[src/rtl/ps2_host_tx.sv]
// PS/2 host-to-device transmitter. Sends one command byte to the device.
// The PS/2 lines are driven open-drain through the output enables. The top level
// pulls a line to 0 while its enable is high and leaves it high-Z otherwise.
//
// Ports:
//   clk, reset        system clock, asynchronous active-high reset
//   tx_data/tx_valid  command byte and send request
//   tx_ready          high only when idle; the byte is taken on tx_valid && tx_ready
//   ps2_clk_in        raw PS/2 clock pin level (asynchronous)
//   ps2_data_in       raw PS/2 data pin level (asynchronous)
//   ps2_clk_oe        1 = pull the PS/2 clock line low
//   ps2_data_oe       1 = pull the PS/2 data line low
//   busy              a transfer is in progress
//   done              one-cycle pulse when the device ACKs the byte
//   error             one-cycle pulse on timeout or NACK
module ps2_host_tx #(
  parameter int unsigned CLK_HZ     = 25000000,
  parameter int unsigned INHIBIT_US = 100,
  parameter int unsigned TIMEOUT_US = 15000
) (
  input  logic       clk,
  input  logic       reset,
  input  logic [7:0] tx_data,
  input  logic       tx_valid,
  output logic       tx_ready,
  input  logic       ps2_clk_in,
  input  logic       ps2_data_in,
  output logic       ps2_clk_oe,
  output logic       ps2_data_oe,
  output logic       busy,
  output logic       done,
  output logic       error
);

  localparam longint unsigned InhCyc64 = (64'(INHIBIT_US) * 64'(CLK_HZ)) / 64'd1000000;
  localparam longint unsigned ToCyc64  = (64'(TIMEOUT_US) * 64'(CLK_HZ)) / 64'd1000000;
  localparam int unsigned InhCyc = int'(InhCyc64);
  localparam int unsigned ToCyc  = int'(ToCyc64);
  localparam int unsigned InhW   = $clog2(InhCyc + 1);
  localparam int unsigned ToW    = $clog2(ToCyc + 1);
  localparam logic [InhW-1:0] InhLast = InhW'(InhCyc - 1);
  localparam logic [ToW-1:0]  ToLast  = ToW'(ToCyc);

  localparam logic [2:0] IDLE      = 3'd0;
  localparam logic [2:0] INHIBIT   = 3'd1;
  localparam logic [2:0] REQ       = 3'd2;
  localparam logic [2:0] SEND      = 3'd3;
  localparam logic [2:0] ACK       = 3'd4;
  localparam logic [2:0] WAIT_IDLE = 3'd5;

  logic [2:0]      state_q, state_d;
  logic [7:0]      shreg_q;
  logic            parity_q;
  logic [3:0]      bitcnt_q;
  logic            dbit_q;
  logic [InhW-1:0] icnt_q;
  logic [ToW-1:0]  tcnt_q;

  logic clk_meta_q, clk_sync_q, clk_prev_q;
  logic data_meta_q, data_sync_q;
  logic fall, timeout, active;

  // Synchronisers reset to the idle (released, pulled-up) line level.
  always_ff @(posedge clk or posedge reset) begin
    if (reset) begin
      clk_meta_q  <= 1'b1;
      clk_sync_q  <= 1'b1;
      clk_prev_q  <= 1'b1;
      data_meta_q <= 1'b1;
      data_sync_q <= 1'b1;
    end else begin
      clk_meta_q  <= ps2_clk_in;
      clk_sync_q  <= clk_meta_q;
      clk_prev_q  <= clk_sync_q;
      data_meta_q <= ps2_data_in;
      data_sync_q <= data_meta_q;
    end
  end

  assign fall    = clk_prev_q & ~clk_sync_q;
  assign active  = (state_q == SEND) || (state_q == ACK) || (state_q == WAIT_IDLE);
  assign timeout = active && (tcnt_q == ToLast);

  // Next state and completion pulses; a timeout overrides any edge in the same cycle.
  always_comb begin
    state_d = state_q;
    done    = 1'b0;
    error   = 1'b0;
    unique case (state_q)
      IDLE:    if (tx_valid) state_d = INHIBIT;
      INHIBIT: if (icnt_q == InhLast) state_d = REQ;
      REQ:     state_d = SEND;
      SEND: begin
        if (timeout) begin
          error   = 1'b1;
          state_d = IDLE;
        end else if (fall && bitcnt_q == 4'd9) begin
          state_d = ACK;
        end
      end
      ACK: begin
        if (timeout) begin
          error   = 1'b1;
          state_d = IDLE;
        end else if (fall) begin
          if (!data_sync_q) begin
            state_d = WAIT_IDLE;
          end else begin
            error   = 1'b1;
            state_d = IDLE;
          end
        end
      end
      WAIT_IDLE: begin
        if (timeout) begin
          error   = 1'b1;
          state_d = IDLE;
        end else if (clk_sync_q && data_sync_q) begin
          done    = 1'b1;
          state_d = IDLE;
        end
      end
      default: state_d = IDLE;
    endcase
  end

  always_ff @(posedge clk or posedge reset) begin
    if (reset) begin
      state_q  <= IDLE;
      shreg_q  <= '0;
      parity_q <= 1'b0;
      bitcnt_q <= '0;
      dbit_q   <= 1'b0;
      icnt_q   <= '0;
      tcnt_q   <= '0;
    end else begin
      state_q <= state_d;

      if (state_q == IDLE && tx_valid) begin
        shreg_q  <= tx_data;
        parity_q <= ~^tx_data;
      end

      if (state_q == INHIBIT) icnt_q <= icnt_q + 1'b1;
      else                    icnt_q <= '0;

      // Counter stops at ToLast because the FSM leaves the active states there.
      if (active) tcnt_q <= tcnt_q + 1'b1;
      else        tcnt_q <= '0;

      if (state_q == REQ) begin
        bitcnt_q <= '0;
        dbit_q   <= 1'b1;  // start bit keeps data low after the clock is released
      end else if (state_q == SEND && fall) begin
        bitcnt_q <= bitcnt_q + 1'b1;
        if (bitcnt_q < 4'd8)       dbit_q <= ~shreg_q[bitcnt_q[2:0]];
        else if (bitcnt_q == 4'd8) dbit_q <= ~parity_q;
        else                       dbit_q <= 1'b0;  // stop bit: release the line
      end
    end
  end

  // Line enables decode from state registers only, so reset releases them at once.
  assign ps2_clk_oe  = (state_q == INHIBIT) || (state_q == REQ);
  assign ps2_data_oe = (state_q == REQ) || ((state_q == SEND) && dbit_q);
  assign tx_ready    = (state_q == IDLE);
  assign busy        = (state_q != IDLE);

endmodule

[config.mk]
export PLATFORM = sky130hd
export DESIGN_NAME = ps2_host_tx
export DESIGN_NICKNAME = d
export VERILOG_FILES = /design/src/rtl/ps2_host_tx.sv
export SDC_FILE = /design/constraint.sdc
export NUM_CORES = 1
export LEC_CHECK = 0
export CORE_MARGIN = 2
export CORE_UTILIZATION = 40
export DETAILED_ROUTE_END_ITERATION = 7
export PLACE_DENSITY = 0.6
export SLEW_MARGIN = 30
export SYNTH_ARGS = -nofsm -noshare
export SYNTH_HDL_FRONTEND = slang
export SYNTH_SLANG_ARGS = --single-unit
[constraint.sdc]
create_clock -name clk -period 4.6 [get_ports clk]
set_input_delay 1.15 -clock clk [delete_from_list [all_inputs] [get_ports clk]]
set_output_delay 1.15 -clock clk [all_outputs]
set_load 0.05 [all_outputs]
; Word-level counts from Yosys, hierarchy flattened
; Index checks and enable logic that the tools add are counted.
[word_totals]
regBits = 53
[classes]
eq_ne = 14
muxes = 28
bitwise_logic = 4
add_sub_neg = 3
magnitude_cmp = 2
reduce_logical = 16
[ops]
columns = operator, count
row1 = 3-bit 2-to-1 mux, 9
row2 = 19-bit by 1-bit adder with 19-bit output (second input constant), 1
row3 = 19-bit == test (second input constant), 1
row4 = 19-bit 2-to-1 mux, 1
row5 = 3-bit one-hot mux with 6 select lines, 1
row6 = 12-bit by 1-bit adder with 12-bit output (second input constant), 1
row7 = 12-bit == test (second input constant), 1
row8 = 1-bit 2-to-1 mux, 12
row9 = 12-bit 2-to-1 mux, 1
row10 = 4-bit == test (second input constant), 2
row11 = 4-bit 2-to-1 mux, 2
row12 = 8-bit XNOR reduction, 1
row13 = 3-bit by 2-bit == test with 1-bit output (second input constant), 2
row14 = 3-bit == test (second input constant), 2
row15 = 1-bit logical AND, 6
row16 = 3-bit != test (second input constant), 2
row17 = 5-bit AND reduction, 1
row18 = 4-bit by 1-bit adder with 4-bit output (second input constant), 1
row19 = 1-bit logical OR, 4
row20 = 3-bit by 4-bit less-than comparator with 1-bit output (second input constant), 1
row21 = 4-bit less-than comparator (second input constant), 1
row22 = 2-bit != test (second input constant), 2
row23 = 1-bit binary-select mux with 3-bit select, 1
row24 = 3-bit by 1-bit == test with 1-bit output (second input constant), 1
row25 = 8 further kinds, 10

; Longest topological paths before layout
; Gate-level depths: netlist (run 1).
[depth]
ltp_word = 6
depth_mapped = 7

; Worst setup path after synthesis (run 1)
; No wires, ideal clock.
[synth_path]
kind = flip-flop to output port
startpoint = register tcnt_q[0]
endpoint = output port error
setup_slack_ps = 1223
required_ps = 3450
n_path_buf = 0
stages_incl_launch_ff = 7
arrival_time_ps = 2227
cell_sequence = dfrtp_1 inv_1 ha_1 nor4bb_1 nand3_1 or4_1 o22ai_1
[synth_between]
elab_chain_cells = 4
[synth_rtl]
columns = element, line
row1 = start: declaration, 57  ; logic [ToW-1:0] tcnt_q;
row2 = start signal: assignment, 148  ; if (active) tcnt_q <= tcnt_q + 1'b1;
row3 = 19-bit == test (*), 82  ; assign timeout = active && (tcnt_q == ToLast);
row4 = 1-bit logical AND (*), 82
row5 = "1-bit 2-to-1 mux, on equally long branches", "94, 115, 102"
row6 = 1-bit one-hot mux with 2 select lines (*), 89  ; unique case (state_q)
row7 = end: declaration, 32  ; output logic error
; Every way passes the cells marked *; elsewhere a longest branch is shown, timed or not.

; Final worst setup path (run 1)
; Same ends and word-level chain as after synthesis.

==> results of run 1 <==
==> cell families (layout without fill, tap and decap cells) <==
| family | Yosys count | count (layout) | synth area share (%) |
|---|---|---|---|
| AND/OR/NAND/NOR | 111 | 111 | 22.72 |
| flip-flops | 53 | 53 | 49.79 |
| XOR/XNOR | 31 | 31 | 10.14 |
| AO/OA/AOI/OAI | 30 | 30 | 6.405 |
| buffers and inverters | 16 | 37 | 2.664 |
| multiplexers | 11 | 11 | 5.470 |
| adder cells (fa/ha/maj) | 6 | 6 | 2.805 |
==> routing by layer <==
layer  GRT usage, %  vias to the layer above  wire (µm)
met5              0                        -          0
met4          6.494                        0        102
met3          3.561                       10        157
met2          22.16                       33       2113
met1          20.56                      917       2396
li1               -                      930          -
==> area by class of cell <==
type                       instances  area, µm²
tap                               77      96.34
multi-input combinational        189       1272
clock inverter                     2      38.79
sequential                        53       1333
fill                             620       3385
clock buffer                       6      72.57
inverter                          10      37.54
timing repair buffer              19      187.7
==> metrics by stage <==
step	worst slack [ns]	util [%]	hold slack [ns]	area, µm²	cells
floorplan	1.223	-	0.3452	2676	258
global placement	0.8648	45.57	0.3465	2927	348
detailed placement	0.8376	45.57	0.3472	2927	348
CTS	0.4905	47.30	0.3608	3038	356
global route	0.3761	47.30	0.3631	3038	356
finish	0.5129	47.30	0.3596	3038	356
==> layout by cell type (no fill, tap or decap), types with 6 or more instances in the layout <==
cell and n:
nor2_1 36, nor3_1 8, a21oi_1 11, or3_1 8
nand2_1 18, mux2_2 9, clkdlybuf4s50_1 18, ha_1 6
xnor2_1 17, dfrtp_1 48, o21ai_0 9, inv_1 9
xor2_1 14, nand3_1 11
==> power by group through the flow <==
stage          Combinational (mW)  Sequential, mW  Clock [mW]
4_1_cts                     0.371           0.600       0.331
3_5_place_dp                0.370           0.609           0
5_1_grt                     0.406           0.613       0.343
6_report                    0.365           0.599       0.316
3_3_place_gp                0.369           0.604           0
2_1_floorplan               0.306           0.582           0
==> flip-flops by register name, summed over array words and instances, names as in the netlist <==
| name | cells |
|---|---|
| data_sync_q | 1 |
| clk_prev_q | 1 |
| bitcnt_q | 4 |
| icnt_q | 12 |
| dbit_q | 1 |
| parity_q | 1 |
| tcnt_q | 19 |
| clk_sync_q | 1 |
| shreg_q | 8 |
| data_meta_q | 1 |
| clk_meta_q | 1 |
| state_q | 3 |
==> how the worst min path moves through the flow <==
stage / start / slack (ns) / cells after the start / end
finish: data_meta_q / 0.36 / 0 / data_sync_q
global route: data_meta_q / 0.36 / 0 / data_sync_q
CTS: data_meta_q / 0.36 / 0 / data_sync_q
detailed placement: data_meta_q / 0.35 / 0 / data_sync_q
global placement: clk_meta_q / 0.35 / 0 / clk_sync_q
floorplan: clk_meta_q / 0.35 / 0 / clk_sync_q
==> impl_metrics.csv, run 1 <==
group,metric,value,unit
die,num_rows,29,
timing,finalSetupViolations,0,
die,design.core.area,6422,µm²
clock_network,cts_tree,"yes",
synth,synthFlopType,"dfrtp_1",
power_and_ir_drop,switching_power,0.4212,mW
place,place.gp.congestion,0.7881,
worst_setup_path,cpLargestDelayFamily,"simple AND/OR/NAND/NOR gates",
grt,grt_use_total,14.82,%
grt,grt_overflow_total,0,
timing,fin_tns_setup,0,ns
clock_network,ctsHoldBuffers,0,
worst_setup_path,r2r-start,"tcnt_q[0]",
grt,antenna_found_initial,0,
timing,hold_viol_final,0,
worst_setup_path,worstSetupEndpointType,"output pin",
clock_network,clk_pin_slew,0.09,ns
power_and_ir_drop,power,1.281,mW
clock_network,cts_made_buffers,5,
min_path,hold_class,"flop to flop",
synth,synth_top_area_share,44.88,%
synth,synth_common_cells,"48 x dfrtp_1, 36 x nor2_1, 18 x nand2_1",
synth,yosysMostFrequentCell,"dfrtp_1",
clock_network,post-cts-setup-buffers,0,
worst_setup_path,slowest_stage,"clkdlybuf4s50_1",
drt,drc,0,
clock_network,clock-root-buffer,"clkbuf_8",
die,start_util,41.67,%
synth,synth_edf_count,0,
synth,synthCells,258,
clock_network,clk_latency,0.31,ns
worst_setup_path,critPathArrivalTime,2.94,ns
worst_setup_path,rr_endpoint,"state_q[2]",
timing,fmax,244.7,MHz
power_and_ir_drop,power_density,421.6,nW/µm²
clock_network,cts.sinks,53,
synth,synthTopCellsByArea,"dfrtp_1 45%, xnor2_1 5.6%, nor2_1 5.0%",
die,die_x,85.80,µm
synth,synth_area,2676,µm²
place,io_buffers,18,
timing,slew_viol_final,0,
timing,fin_crit_sh,88.85,%
place,hpwl,3436,µm
worst_setup_path,cp.required,3.45,ns
worst_setup_path,worstPathCellList,"inv_1, ha_1, nor4bb_1, nand3_1, or4_1, o22ai_1, clkdlybuf4s50_1",
power_and_ir_drop,comb_power_share,28.5,%
layout,n_antenna_cell,0,
timing,skew,0.01104,ns
layout,syn2layout_area_growth,13.51,%
worst_setup_path,path_depth,7,
grt,grt_pass1_vias,1863,
die,die_h,85.80,µm
synth,synth_cell_types,45,
drt,final_antenna_net_count,0,
die,dieArea,7361,µm²
power_and_ir_drop,netSwitchingFraction,32.89,%
drt,drt_iter0_drc,107,
drt,routed_via_density,5.309,
worst_setup_path,cp-start-kind,"flop",
worst_setup_path,cp-startpoint,"tcnt_q[0]",
worst_setup_path,critPathKind,"flop to output pin",
clock_network,cts_resized,0,
worst_setup_path,path_buf_inv,2,
worst_setup_path,regToRegSetupSlack,2.58,ns
worst_setup_path,r2r_cells,7,
worst_setup_path,crit_end,"error",
drt,wire_per_inst,13.40,µm
die,ioPinCount,19,
power_and_ir_drop,pwr-share-clk,24.7,%
timing,relSlewSlack,59.95,%
clock_network,clk_path_buf_depth,2,
timing,rsz0062_at_grt,"no",
synth,synthArstFlopShare,100.0,%
job,cap_violations,0,
synth,syn_nets,277,
run_status,status,"complete, no violations",
synth,synth_top_area_cell,"dfrtp_1",
worst_setup_path,slowest_delay,0.84,ns
power_and_ir_drop,p_leak,1.209,nW
power_and_ir_drop,power.internal,0.8595,mW
synth,syn_avg_cell_area,10.37,µm²
grt,grt_pass1_wl,8604,µm
power_and_ir_drop,ir_drop,152.3,µV
synth,ys_ff_latch,53,
layout,post_route_cells_drive_above_1_share,11.83,%
power_and_ir_drop,seq_power_share,46.8,%
clock_network,cts-htree-levels,2,
timing,period_minus_slack,4.087,ns
drt,vias,1890,
timing,tightest_slew,0.5999,ns
worst_setup_path,worstPathMaxFanout,4,
drt,wl,4770,µm
layout,nets,297,
synth,yosys_warnings,0,
synth,ys_seq_area_share,49.79,%
drt,dr.pass1.iters,6,
grt,grt_max_degree,31,
Note: power is estimated with default switching activity, not from simulation.
==> run 2, diff against run 1 <==
--- a/config.mk
+++ b/config.mk
@@ -7,6 +7,7 @@
 export LEC_CHECK = 0
 export CORE_MARGIN = 2
 export CORE_UTILIZATION = 40
+export CTS_BUF_LIST = sky130_fd_sc_hd__clkbuf_16
 export DETAILED_ROUTE_END_ITERATION = 7
 export PLACE_DENSITY = 0.6
 export SLEW_MARGIN = 30
==> impl_metrics.csv, run 2 (same netlist as run 1, synthesis figures left out) <==
group,metric,value,unit
grt,grt_use_total,14.72,%
layout,largest_reg_flops,19,
drt,vias,1883,
layout,nets,297,
drt,drt-met1-wl,2429,µm
layout,top_register,"tcnt_q",
layout,seq_area,1333,µm²
worst_setup_path,critPathArrivalTime,2.91,ns
clock_network,clk_latency,0.29,ns
layout,syn2layout_area_growth,15.61,%
timing,fin_tns_setup,0,ns
place,place.gp.congestion,0.7881,
timing,skew,0.007989,ns
drt,wl,4795,µm
drt,dr_wl_met3,162,µm
timing,hold_viol_final,0,
worst_setup_path,worstSetupEndpointType,"output pin",
die,start_util,41.67,%
clock_network,clock-root-buffer,"clkbuf_16",
clock_network,clk_path_buf_depth,2,
clock_network,cts-htree-levels,2,
layout,fin_area,3094,µm²
grt,grt_overflow_total,0,
die,design.core.area,6422,µm²
layout,final_util,48.18,%
die,num_rows,29,
timing,slew_viol_final,0,
clock_network,post-cts-setup-buffers,0,
grt,antenna_found_initial,0,
drt,routed.top_layer,"met4",
worst_setup_path,worstPathMaxFanout,4,
drt,route.met2.wl,2109,µm
drt,drc,0,
die,ioPinCount,19,
die,die_x,85.80,µm
layout,final_cell_mix,"48 x dfrtp_1, 36 x nor2_1, 18 x nand2_1, 18 x clkdlybuf4s50_1, 17 x xnor2_1",
drt,final_antenna_net_count,0,
worst_setup_path,cp-start-kind,"flop",
drt,routed_via_density,5.289,
layout,largestRegisters,"tcnt_q: 19 flops, icnt_q: 12 flops, shreg_q: 8 flops",
grt,grt_max_degree,31,
drt,dr.pass1.iters,6,
layout,final_common_cell,"dfrtp_1",
place,io_buffers,18,
layout,nFillCells,605,
clock_network,clk_pin_slew,0.07,ns
clock_network,cts.sinks,53,
timing,relSlewSlack,60.05,%
timing,fmax,246.5,MHz
clock_network,cts_resized,0,
layout,multi_input_area,1272,µm²
place,placed_area,2927,µm²
clock_network,ctsHoldBuffers,0,
clock_network,cts_made_buffers,5,
job,cap_violations,0,
run_status,status,"complete, no violations",
power_and_ir_drop,power_density,447.7,nW/µm²
timing,tightest_slew,0.5984,ns
min_path,hold_class,"flop to flop",
worst_setup_path,critPathKind,"flop to output pin",
clock_network,cts_tree,"yes",
die,dieArea,7361,µm²
grt,grt_pass1_wl,8631,µm
timing,rsz0062_at_grt,"no",
power_and_ir_drop,p_leak,1.239,nW
layout,post_route_cells_drive_above_1_share,11.83,%
place,dp.cells,348,
die,die_h,85.80,µm
layout,n_antenna_cell,0,
place,hpwl,3436,µm
timing,period_minus_slack,4.056,ns
drt,wire_per_inst,13.47,µm
worst_setup_path,cp.required,3.45,ns
drt,drt_iter0_drc,75,
timing,fin_crit_sh,88.18,%
timing,finalSetupViolations,0,
layout,fin_cells,356,
grt,grt_pass1_vias,1849,
power_and_ir_drop,ir_drop,153.8,µV
[run 2: report_power, final]
group,internal [mW],leakage (nW),switching [mW]
combinational,0.160,0.462,0.206
sequential,0.537,0.691,0.0645
clock,0.256,0.0852,0.162
[run 2: worst max-delay path, stage by stage, from the launching register on]
cell             delay, ns
dfrtp_1               0.41
inv_1                 0.07
ha_1                  0.13
nor4bb_1              0.22
nand3_1               0.14
or4_1                 0.59
o22ai_1               0.22
clkdlybuf4s50_1       0.84
[run 2: through the flow]
step / worst slack (ns) / hold slack, ns / power, mW
floorplan: 1.223 / 0.3452 / 0.8877
global placement: 0.8648 / 0.3465 / 0.9738
detailed placement: 0.8376 / 0.3472 / 0.9794
CTS: 0.5240 / 0.3568 / 1.407
global route: 0.4182 / 0.3590 / 1.469
finish: 0.5437 / 0.3567 / 1.385
[run 2: area by class of cell]
cell class,instances,share of cell area (%)
timing repair buffer,19,6.066
inverter,10,1.213
tap,77,3.114
sequential,53,43.07
clock inverter,3,1.375
multi-input combinational,189,41.12
clock buffer,5,4.044
[run 2: path summary, 6_finish.rpt]
path	from	endpoint	slack, ns	depth (start not counted)
max	tcnt_q[0]	error	0.54	7
min	data_meta_q	data_sync_q	0.36	0
max reg2reg	tcnt_q[0]	state_q[2]	2.58	7
min reg2reg	data_meta_q	data_sync_q	0.36	0
max in group asynchronous	reset	data_sync_q	2.57	3
min in group asynchronous	reset	icnt_q[8]	1.25	2
[run 2: routing by layer]
layer | vias to the layer above | track usage, %
li1 | 937 | -
met1 | 902 | 20.61
met2 | 34 | 22.37
met3 | 10 | 3.561
met4 | 0 | 5.195
met5 | - | 0
